[src/rtl/reg_pipe_hs.sv]
// reg_pipe_hs: DEPTH-stage valid/ready register pipeline with bubble collapsing.
// Optional synchronous flush port, enabled by defining REG_PIPE_FLUSH_EN.
module reg_pipe_hs #(
    parameter int              WIDTH     = 8,
    parameter int              DEPTH     = 2,
    parameter logic [WIDTH-1:0] RST_VALUE = '0
) (
    input  logic                         clk,
    input  logic                         rst,
    input  logic                         in_valid,
    output logic                         in_ready,
    input  logic [WIDTH-1:0]             in_data,
    output logic                         out_valid,
    input  logic                         out_ready,
    output logic [WIDTH-1:0]             out_data,
    output logic [WIDTH-1:0]             out_data_n,
    output logic [$clog2(DEPTH+1)-1:0]   occ
`ifdef REG_PIPE_FLUSH_EN
    ,
    input  logic                         flush
`endif
);

    localparam int OCC_W = $clog2(DEPTH + 1);

    if (DEPTH < 1) begin : g_bad_depth
        $error("reg_pipe_hs: DEPTH must be >= 1");
    end

    logic [DEPTH-1:0] v_q;
    logic [DEPTH-1:0] v_d;
    logic [DEPTH-1:0] rdy;
    logic [WIDTH-1:0] d_q [DEPTH];
    logic [WIDTH-1:0] d_d [DEPTH];
    logic [DEPTH:0]   v_up;
    logic [WIDTH-1:0] d_up [DEPTH+1];
    logic             chain;
    logic             flush_w;
    logic [OCC_W-1:0] occ_c;

`ifdef REG_PIPE_FLUSH_EN
    assign flush_w = flush;
`else
    assign flush_w = 1'b0;
`endif

    // A stage can load if it is empty or anything downstream can move.
    always_comb begin : ready_chain
        rdy   = '0;
        chain = out_ready;
        for (int i = DEPTH - 1; i >= 0; i--) begin
            chain  = !v_q[i] || chain;
            rdy[i] = chain;
        end
    end

    always_comb begin : next_state
        v_up    = {v_q, in_valid};
        d_up[0] = in_data;
        for (int i = 0; i < DEPTH; i++) begin
            d_up[i+1] = d_q[i];
        end
        v_d = v_q;
        d_d = d_q;
        for (int i = 0; i < DEPTH; i++) begin
            if (rdy[i]) begin
                v_d[i] = v_up[i];
                // Bubbles keep the old data word.
                if (v_up[i]) begin
                    d_d[i] = d_up[i];
                end
            end
        end
        if (flush_w) begin
            v_d = '0;
            d_d = d_q;
        end
    end

    always_ff @(posedge clk) begin
        if (rst) begin
            v_q <= '0;
            for (int i = 0; i < DEPTH; i++) begin
                d_q[i] <= RST_VALUE;
            end
        end else begin
            v_q <= v_d;
            d_q <= d_d;
        end
    end

    always_comb begin : popcount
        occ_c = '0;
        for (int i = 0; i < DEPTH; i++) begin
            occ_c = occ_c + OCC_W'(v_q[i]);
        end
    end

    assign in_ready   = rdy[0] && !flush_w;
    assign out_valid  = v_q[DEPTH-1];
    assign out_data   = d_q[DEPTH-1];
    assign out_data_n = ~d_q[DEPTH-1];
    assign occ        = occ_c;

endmodule

[config.mk]
export PLATFORM = sky130hd
export DESIGN_NAME = reg_pipe_hs
export DESIGN_NICKNAME = d
export VERILOG_FILES = /design/src/rtl/reg_pipe_hs.sv
export SDC_FILE = /design/constraint.sdc
export NUM_CORES = 1
export LEC_CHECK = 0
export BUFFER_PORTS_ARGS = -buffer_cell sky130_fd_sc_hd__clkbuf_2
export CAP_MARGIN = 20
export CORE_MARGIN = 4
export CORE_UTILIZATION = 47
export CTS_CLUSTER_SIZE = 14
export DETAILED_ROUTE_END_ITERATION = 16
export PLACE_DENSITY = 0.83
export SYNTH_ARGS = -nofsm -noshare
export SYNTH_HDL_FRONTEND = slang
export SYNTH_SLANG_ARGS = --single-unit
[constraint.sdc]
create_clock -name clk -period 1.2 [get_ports clk]
set_input_delay 0.06 -clock clk [delete_from_list [all_inputs] [get_ports clk]]
set_output_delay 0.06 -clock clk [all_outputs]
set_load 0.01 [all_outputs]
==> results of run 1 <==
## cells by family after synthesis
| group | count (synthesis) |
|---|---|
| buffers and inverters | 23 |
| multiplexers | 8 |
| adder cells (fa/ha/maj) | 1 |
| AO/OA/AOI/OAI | 19 |
| AND/OR/NAND/NOR | 28 |
| flip-flops | 18 |
## power groups by stage
| stage | Clock [uW] | Sequential (uW) | Combinational [uW] |
|---|---|---|---|
| 4_1_cts | 379 | 644 | 159 |
| 5_1_grt | 402 | 649 | 173 |
| 2_1_floorplan | 0 | 653 | 105 |
| 6_report | 367 | 645 | 154 |
| 3_5_place_dp | 0 | 658 | 151 |
| 3_3_place_gp | 0 | 656 | 145 |
## placed cells by master (no fill, tap or decap)
master,n
clkbuf_2,30
nand2b_1,17
dfxtp_1,16
a21oi_1,10
inv_1,9
mux2i_1,8
nand3_1,8
o21ai_0,8
clkbuf_4,3
dlygate4sd3_1,2
buf_4,2
dfxtp_2,2
nor2b_4,1
nand2_1,1
a21boi_2,1
nor2_1,1
ha_1,1
clkbuf_8,1
buf_2,1
buf_12,1
## critical path: stages, from the launching register on
cell	delay (ns)
dfxtp_2	0.35
ha_1	0.29
clkbuf_2	0.13
## routing by layer
layer	track usage	vias to the layer above
met5	0	-
met4	0.08072	0
met3	0.02967	2
met2	0.2196	28
met1	0.1724	303
li1	-	360
## Yosys cell counts, types with 3 or more instances
cell type,n,area [um^2]
a21oi_1,10,50.05
buf_2,3,15.01
buf_4,10,75.07
dfxtp_1,18,360.4
inv_1,9,33.78
mux2i_1,8,80.08
nand2b_1,17,106.4
nand3_1,8,40.04
o21ai_0,8,40.04
## registers in the layout, summed over array words and instances, names as in the netlist
signal,cells
d_q,8
out_data,8
v_q,2
## worst min-delay path by stage
stage / startpoint / end / slack, ns / depth (start not counted)
5_1_grt: in_data[7] / d_q[15]$_SDFFE_PP0P_ / 0.02 / 3
6_report: in_data[7] / d_q[15]$_SDFFE_PP0P_ / 0.005 / 3
2_1_floorplan: in_valid / v_q[0]$_SDFFE_PP0P_ / 0.18 / 2
3_3_place_gp: in_valid / v_q[0]$_SDFFE_PP0P_ / 0.29 / 3
4_1_cts: in_data[7] / d_q[15]$_SDFFE_PP0P_ / 0.001 / 3
3_5_place_dp: in_valid / v_q[0]$_SDFFE_PP0P_ / 0.30 / 3
## final cells by class
type                       count  share of cell area
inverter                       9             0.03261
sequential                    18              0.3502
clock buffer                   4             0.03502
multi-input combinational     56              0.3490
timing repair buffer          36              0.2029
tap                           25             0.03019
## what timing repair did
action                                  in CTS  in global routing
setup buffers                                1                  0
gates resized for setup                      2                  2
pin swaps                                    0                  0
hold buffers                                 2                  0
endpoints found under the setup margin       1                  4
endpoints found under the hold margin        2                  0
## through the flow
stage               utilization  area (um^2)
floorplan                     -        857.1
global placement         0.5659        977.2
detailed placement       0.5659        977.2
CTS                      0.6058         1046
global route             0.6000         1036
finish                   0.6000         1036
==> run_results.csv, run 1 <==
group,metric,value,unit
floorplanning,die_width,50.71,um
global_route,grt_pass1_wl,2725,um
floorplanning,dieArea,2571,um^2
sta,final.min_clock_period,1.126,ns
floorplanning,fp-row-count,15,
run,max_cap_viol_count,0,
sta,period_share,0.9385,
power,leakagePower,0.0004511,uW
routing,drtIter0Drc,9,
critical_path,endpoint_kind,"primary output",
clocking,htree_levels,1,
global_route,grt_usage,0.1389,
yosys,seq_area_frac_synth,0.4204,
critical_path,endpoint,"occ[0]",
floorplanning,dieHeight,50.71,um
clocking,clock_latency,0.29,ns
sta,fin_setup_tns,0,ns
clocking,cts.sinks,18,
layout,num-fill-cells,175,
global_route,grt_pass1_vias,600,
critical_path,worst_r2r_endpoint,"d_q[12]$_SDFFE_PP0P_",
placement,place.gp.congestion,0.7342,
sta,skew,0.002214,ns
critical_path,r2r_setup_slack,0.13,ns
clocking,clk_path_buf_depth,2,
placement,placed_cells,142,
power,combPwrFrac,0.132,
yosys,synth_xor_area_frac,0,
routing,dr_wl_met2,770,um
yosys,synth_seq_cells,18,
routing,avgViaCountPerCell,4.682,
clocking,clk_pin_slew,0.10,ns
critical_path,start_kind,"flop",
run_status,outcome,"complete, no violations",
clocking,cts-buffers-inserted,3,
power,p_sw_frac,0.2369,
yosys,synth_compound_area_frac,0.1182,
yosys,synth-edff-count,0,
critical_path,reg2reg_from,"v_q[1]$_SDFFE_PP0P_",
power,internal_power,890.0,uW
sta,setup_ws,0.07382,ns
layout,ff_latch_area,362.8,um^2
sta,rsz0062_at_grt,"no",
critical_path,critPathLaunch,"v_q[1]$_SDFFE_PP0P_",
clocking,cts_root_buf,"clkbuf_4",
clocking,cts_tree,"yes",
yosys,syn_area,857.1,um^2
power,pwr-share-seq,0.553,
yosys,synth.area.mux_share,0.09343,
sta,hold_viol,0,
critical_path,ff2ff_path_depth,4,
critical_path,critPathArrivalTime,1.07,ns
routing,wl_met3,131,um
yosys,synth_warnings,0,
sta,slew_violations,0,
routing,vias,693,
floorplanning,core_area,1727,um^2
routing,ant_nets,0,
layout,drive_above_1_share,0.3415,
critical_path,cp_data_required_time,1.14,ns
placement,place_ws,0.1398,ns
yosys,ys.flop_type,"dfxtp_1",
yosys,synth-adder-area-share,0.01460,
power,p_per_area,1126,nW/um^2
sta,tightest_slew,0.3757,ns
routing,dr.max_layer_used,"met4",
sta,finalSetupViolCount,0,
routing,drt_wl_total,1596,um
global_route,antenna_found_initial,0,
yosys,postSynthAreaPerCell,8.836,um^2
critical_path,criticalPathCategory,"reg -> out",
sta,holdWs,0.005327,ns
power,p_total,1166,uW
power,power.switching,276.3,uW
layout,syn2layout_area_growth,20.88,%
critical_path,worst-path-max-fanout,4,
yosys,postSynthNetCount,110,
yosys,synthArstFlopShare,0,
hold_path,hold_class,"in -> reg",
yosys,synth_top_family_by_area,"simple AND/OR/NAND/NOR gates",
yosys,synth-simple-area-share,0.1956,
yosys,syn_inst,97,
floorplanning,io_pins,32,
routing,drc,0,
sta,fmax,888.0,MHz
layout,stdcell_count,148,
placement,io_buffers,31,
routing,routedWlPerCell,10.78,um
global_route,grt_max_degree,27,
power,ir_worst_vdd,809.1,uV
layout,fin_nets,137,
yosys,synth_cell_type_count,15,
power,clock_power_share,0.314,
sta,relSlewSlack,0.7495,
layout,multi_input_area,361.6,um^2
routing,firstDrtPassIters,4,
floorplanning,start_util,0.4964,
global_route,globalRouteOverflowTotal,0,
routing,wl_met1,672,um
layout,diodes,0,
Note: power is estimated with default switching activity, not from simulation.
==> run 2, diff against run 1 <==
--- a/config.mk
+++ b/config.mk
@@ -6,12 +6,12 @@
 export NUM_CORES = 1
 export LEC_CHECK = 0
 export BUFFER_PORTS_ARGS = -buffer_cell sky130_fd_sc_hd__clkbuf_2
-export CAP_MARGIN = 20
+export CAP_MARGIN = 15
 export CORE_MARGIN = 4
-export CORE_UTILIZATION = 47
+export CORE_UTILIZATION = 42
 export CTS_CLUSTER_SIZE = 14
 export DETAILED_ROUTE_END_ITERATION = 16
-export PLACE_DENSITY = 0.83
+export PLACE_DENSITY = 0.79
 export SYNTH_ARGS = -nofsm -noshare
 export SYNTH_HDL_FRONTEND = slang
 export SYNTH_SLANG_ARGS = --single-unit
==> constraint.sdc (replaced) <==
create_clock -name clk -period 0.9 [get_ports clk]
set_input_delay 0.045 -clock clk [delete_from_list [all_inputs] [get_ports clk]]
set_output_delay 0.045 -clock clk [all_outputs]
set_load 0.01 [all_outputs]
==> run_results.csv, run 2 (synthesis results as in run 1) <==
group,metric,value,unit
run_status,outcome,"finished with violations",
run_status,violations,"negative setup slack",
floorplanning,die_width,53.18,um
layout,design_area,1247,um^2
critical_path,criticalPathCategory,"reg -> out",
routing,ant_nets,0,
clocking,cts-buffers-inserted,3,
hold_path,hold_class,"in -> reg",
critical_path,slowest_delay,0.35,ns
layout,drive_above_1_share,0.5489,
critical_path,critPathArrivalTime,1.11,ns
layout,num-fill-cells,170,
sta,fmax,869.4,MHz
sta,hold_viol,0,
power,leakagePower,0.0005231,uW
critical_path,crit_family,"flip-flops",
critical_path,worst-path-max-fanout,2,
placement,io_buffers,31,
critical_path,crit_slowest_cell,"dfxtp_2",
sta,tightest_slew,0.4347,ns
sta,finalSetupViolCount,21,
floorplanning,dieHeight,53.18,um
layout,fin_nets,147,
layout,diodes,0,
layout,layout_commonest_cell,"clkbuf_2",
routing,drt_wl_total,1932,um
clocking,cts.sinks,18,
clocking,clk_path_buf_depth,2,
power,ir_worst_vdd,1156,uV
routing,avgViaCountPerCell,4.656,
critical_path,start_kind,"flop",
floorplanning,dieArea,2828,um^2
floorplanning,fp-row-count,16,
sta,skew,0.001762,ns
power,p_per_area,1325,nW/um^2
layout,stdcell_count,160,
clocking,clock_latency,0.29,ns
floorplanning,io_pins,32,
layout,final_cell_mix,"clkbuf_2, nand2b_1, dfxtp_2",
routing,routedWlPerCell,12.08,um
routing,drtIter0Drc,10,
global_route,grt_pass1_vias,667,
placement,place.gp.congestion,0.7529,
global_route,globalRouteOverflowTotal,0,
clocking,clk_pin_slew,0.10,ns
global_route,grt_usage,0.1426,
critical_path,endpoint_kind,"primary output",
sta,period_share,1.278,
clocking,htree_levels,1,
sta,rsz0062_at_grt,"yes",
routing,drc,0,
placement,dpl_cell_area,996.0,um^2
sta,setup_ws,-0.2502,ns
global_route,grt_pass1_wl,3001,um
floorplanning,core_area,1942,um^2
layout,syn2layout_area_growth,45.55,%
routing,firstDrtPassIters,4,
placement,placed_cells,146,
critical_path,crit_chain,"buf_6 > ha_4 > buf_6",
sta,final.min_clock_period,1.150,ns
clocking,cts_tree,"yes",
global_route,antenna_found_initial,0,
sta,slew_violations,0,
routing,vias,745,
critical_path,cpMostUsedCell,"buf_6",
placement,dp_hpwl,1227,um
clocking,cts_root_buf,"clkbuf_4",
critical_path,worst-path-buf-inv,2,
critical_path,cp_data_required_time,0.85,ns
sta,relSlewSlack,0.7102,
global_route,grt_max_degree,27,
run,max_cap_viol_count,0,
floorplanning,start_util,0.4414,
[run 2: cell types whose count changed in the layout (fill, tap and decap cells not counted), moves of 8 or more]
cell     change
buf_6        +9
dfxtp_1      -8
dfxtp_2      +8
o21ai_0      -8
o21ai_2      +8
[run 2: final timing paths]
| check | from | to | slack, ns | cells past startpoint |
|---|---|---|---|---|
| hold reg to reg | out_data[2]$_SDFFE_PP0P_ | out_data[2]$_SDFFE_PP0P_ | 0.46 | 2 |
| hold / removal | in_data[3] | d_q[11]$_SDFFE_PP0P_ | 0.0004 | 3 |
| setup / recovery | v_q[0]$_SDFFE_PP0P_ | occ[0] | -0.25 | 3 |
| setup reg to reg | v_q[0]$_SDFFE_PP0P_ | d_q[12]$_SDFFE_PP0P_ | -0.20 | 4 |
[run 2: layout make-up]
class                           count  area (um^2)  area share
Sequential cell                    18        372.9      0.2989
Multi-Input combinational cell     56        430.4      0.3450
Inverter                            9        37.54     0.03009
Timing Repair Buffer               45        329.1      0.2638
Timing Repair inverter              1        7.507    0.006018
Tap cell                           27        33.78     0.02708
Clock buffer                        4        36.28     0.02909
[run 2: power breakdown]
group	internal (uW)	switching (uW)	total (uW)
logic	157	138	295
clock network	246	247	494
registers	837	27.4	864
total	1240	413	1650
[run 2: timing repair]
item,4_1_cts,5_1_grt
hold buffers,4,1
endpoints found under the hold margin,4,1
gates resized for setup,16,26
setup buffers,2,2
gates cloned,2,0
setup endpoints to repair,21,33
pin swaps,8,3
[run 2: metal layers]
| metal | up-vias | GRT usage | share of wire |
|---|---|---|---|
| li1 | 378 | - | - |
| met1 | 334 | 0.1842 | 0.44 |
| met2 | 33 | 0.2479 | 0.48 |
| met3 | 0 | 0.02535 | 0.071 |
| met4 | 0 | 0.02553 | 0 |
| met5 | - | 0 | 0 |
[run 2: stage by stage]
stage / util / total power, uW / setup TNS (ns) / setup WS [ns] / hold WS (ns)
final: 0.6424 / 1653 / -3.237 / -0.2502 / 0.0004259
after global routing: 0.6424 / 1729 / -4.352 / -0.2904 / 0.01740
after CTS: 0.5979 / 1613 / -2.707 / -0.2539 / 0.003923
after detailed placement: 0.5129 / 1087 / -0.9979 / -0.1293 / 0.2765
after global placement: 0.5129 / 1079 / -0.5074 / -0.06132 / 0.2742
after floorplan: - / 1014 / -0.4394 / -0.05198 / 0.1624
[run 2: tightest hold or removal path, stage by stage]
cell      delay (ns)
clkbuf_2        0.08
nand2b_1        0.06
mux2i_1         0.06
==> run 3, diff against run 2 <==
--- a/config.mk
+++ b/config.mk
@@ -8,10 +8,11 @@
 export BUFFER_PORTS_ARGS = -buffer_cell sky130_fd_sc_hd__clkbuf_2
 export CAP_MARGIN = 15
 export CORE_MARGIN = 4
-export CORE_UTILIZATION = 42
+export CORE_UTILIZATION = 50
+export CTS_BUF_LIST = sky130_fd_sc_hd__clkbuf_8
 export CTS_CLUSTER_SIZE = 14
 export DETAILED_ROUTE_END_ITERATION = 16
-export PLACE_DENSITY = 0.79
+export PLACE_DENSITY = 0.87
 export SYNTH_ARGS = -nofsm -noshare
 export SYNTH_HDL_FRONTEND = slang
 export SYNTH_SLANG_ARGS = --single-unit
==> constraint.sdc (replaced) <==
create_clock -name clk -period 1.4 [get_ports clk]
set_input_delay 0.07 -clock clk [delete_from_list [all_inputs] [get_ports clk]]
set_output_delay 0.07 -clock clk [all_outputs]
set_load 0.01 [all_outputs]
==> run_results.csv, run 3 (synthesis results as in run 1) <==
group,metric,value,unit
clocking,ctsHoldBuffers,0,
hold_path,hold_class,"in -> reg",
layout,final_util,0.6332,
layout,fin_nets,134,
global_route,grt_pass1_vias,604,
floorplanning,dieArea,2440,um^2
power,p_total,1022,uW
sta,tightest_slew,0.3919,ns
power,leakagePower,0.0004341,uW
layout,stdcell_count,135,
layout,syn2layout_area_growth,15.18,%
clocking,cts_root_buf,"clkbuf_8",
critical_path,start_kind,"flop",
global_route,antenna_found_initial,0,
global_route,grt_usage,0.1299,
layout,final_cell_mix,"clkbuf_2, dfxtp_1, nand2b_1",
routing,avgViaCountPerCell,4.978,
critical_path,worst-path-max-fanout,11,
routing,routedWlPerCell,11.13,um
floorplanning,die_width,49.40,um
routing,drt_wl_total,1502,um
clocking,cts_tree,"yes",
sta,fin_setup_tns,0,ns
floorplanning,start_util,0.5498,
critical_path,cp_data_required_time,1.33,ns
floorplanning,fp-row-count,14,
critical_path,endpoint_kind,"primary output",
sta,fmax,837.8,MHz
sta,slew_violations,0,
critical_path,r2r_setup_slack,0.23,ns
global_route,grt_max_degree,27,
clocking,cts_setup_buffers,0,
clocking,htree_levels,1,
routing,vias,672,
critical_path,ff2ff_path_depth,4,
global_route,grt_pass1_wl,2504,um
critical_path,reg2reg_from,"v_q[1]$_SDFFE_PP0P_",
routing,firstDrtPassIters,4,
floorplanning,io_pins,32,
run,max_cap_viol_count,0,
clocking,cts-buffers-inserted,3,
sta,final.min_clock_period,1.194,ns
critical_path,endpoint,"in_ready",
placement,io_buffers,31,
clocking,clk_pin_slew,0.06,ns
clocking,clk_path_buf_depth,2,
sta,rsz0062_at_grt,"no",
clocking,clock_latency,0.25,ns
sta,finalSetupViolCount,0,
global_route,globalRouteOverflowTotal,0,
power,p_per_area,1036,nW/um^2
critical_path,critPathArrivalTime,1.12,ns
routing,drc,0,
sta,period_share,0.8526,
layout,diodes,0,
layout,layout_commonest_cell,"clkbuf_2",
routing,drtIter0Drc,9,
sta,holdWs,0.05935,ns
critical_path,criticalPathCategory,"reg -> out",
run_status,outcome,"complete, no violations",
sta,hold_viol,0,
floorplanning,dieHeight,49.40,um
placement,place.gp.congestion,0.7306,
floorplanning,core_area,1559,um^2
clocking,post_cts_resized,0,
critical_path,worst_r2r_endpoint,"d_q[15]$_SDFFE_PP0P_",
layout,drive_above_1_share,0.3193,
sta,skew,0.0005536,ns
routing,ant_nets,0,
critical_path,critPathLaunch,"v_q[1]$_SDFFE_PP0P_",
power,ir_worst_vdd,793.3,uV
clocking,cts.sinks,18,
sta,relSlewSlack,0.7387,
placement,placed_cells,132,
## run 3: cell count changes in the layout (fill, tap and decap cells not counted), sizes merged
| cell | change |
|---|---|
| dlygate4sd3 | -5 |
| clkinvlp | -2 |
| clkbuf | +3 |
| buf | -11 |
| inv | +1 |
## run 3: per-stage QoR
| step | instance area [um^2] | setup slack [ns] |
|---|---|---|
| finish | 987.2 | 0.2064 |
| global route | 987.2 | 0.1352 |
| CTS | 987.2 | 0.1968 |
| detailed placement | 945.9 | 0.2477 |
| global placement | 945.9 | 0.3028 |
| floorplan | 857.1 | 0.4090 |
## run 3: layer usage
| layer | global-route usage | up-vias | wire length [um] |
|---|---|---|---|
| li1 | - | 354 | - |
| met1 | 0.1604 | 290 | 702 |
| met2 | 0.2143 | 26 | 668 |
| met3 | 0.03058 | 2 | 108 |
| met4 | 0.05530 | 0 | 23 |
| met5 | 0 | - | 0 |
## run 3: area by class of cell
cell class / instances / area [um^2]
clock buffer: 3 / 41.29
fill: 142 / 571.8
inverter: 9 / 33.78
multi-input combinational: 56 / 361.6
sequential: 18 / 360.3
tap: 16 / 20.02
timing repair buffer: 33 / 170.2
## run 3: critical path, cell delays in order, from the launching register on
cell and delay, ns:
dfxtp_1 0.38, nor2b_4 0.29, nand2_1 0.08, clkbuf_2 0.13
## run 3: power by group
| group | leakage, uW | switching, uW | internal (uW) | total, uW |
|---|---|---|---|---|
| registers | 0.000147 | 16.0 | 537 | 553 |
| logic | 0.000265 | 62.1 | 58.3 | 120 |
| clock network | 0.0000216 | 158 | 191 | 349 |
| total | 0.000434 | 237 | 786 | 1020 |
## run 3: worst min path at each step
stage | from | endpoint | slack (ns) | depth (start not counted)
2_1_floorplan | in_valid | v_q[0]$_SDFFE_PP0P_ | 0.19 | 2
3_3_place_gp | in_valid | v_q[0]$_SDFFE_PP0P_ | 0.30 | 3
3_5_place_dp | in_valid | v_q[0]$_SDFFE_PP0P_ | 0.32 | 3
4_1_cts | in_data[3] | d_q[11]$_SDFFE_PP0P_ | 0.06 | 3
5_1_grt | in_data[5] | d_q[13]$_SDFFE_PP0P_ | 0.07 | 3
6_report | in_data[6] | d_q[14]$_SDFFE_PP0P_ | 0.06 | 3
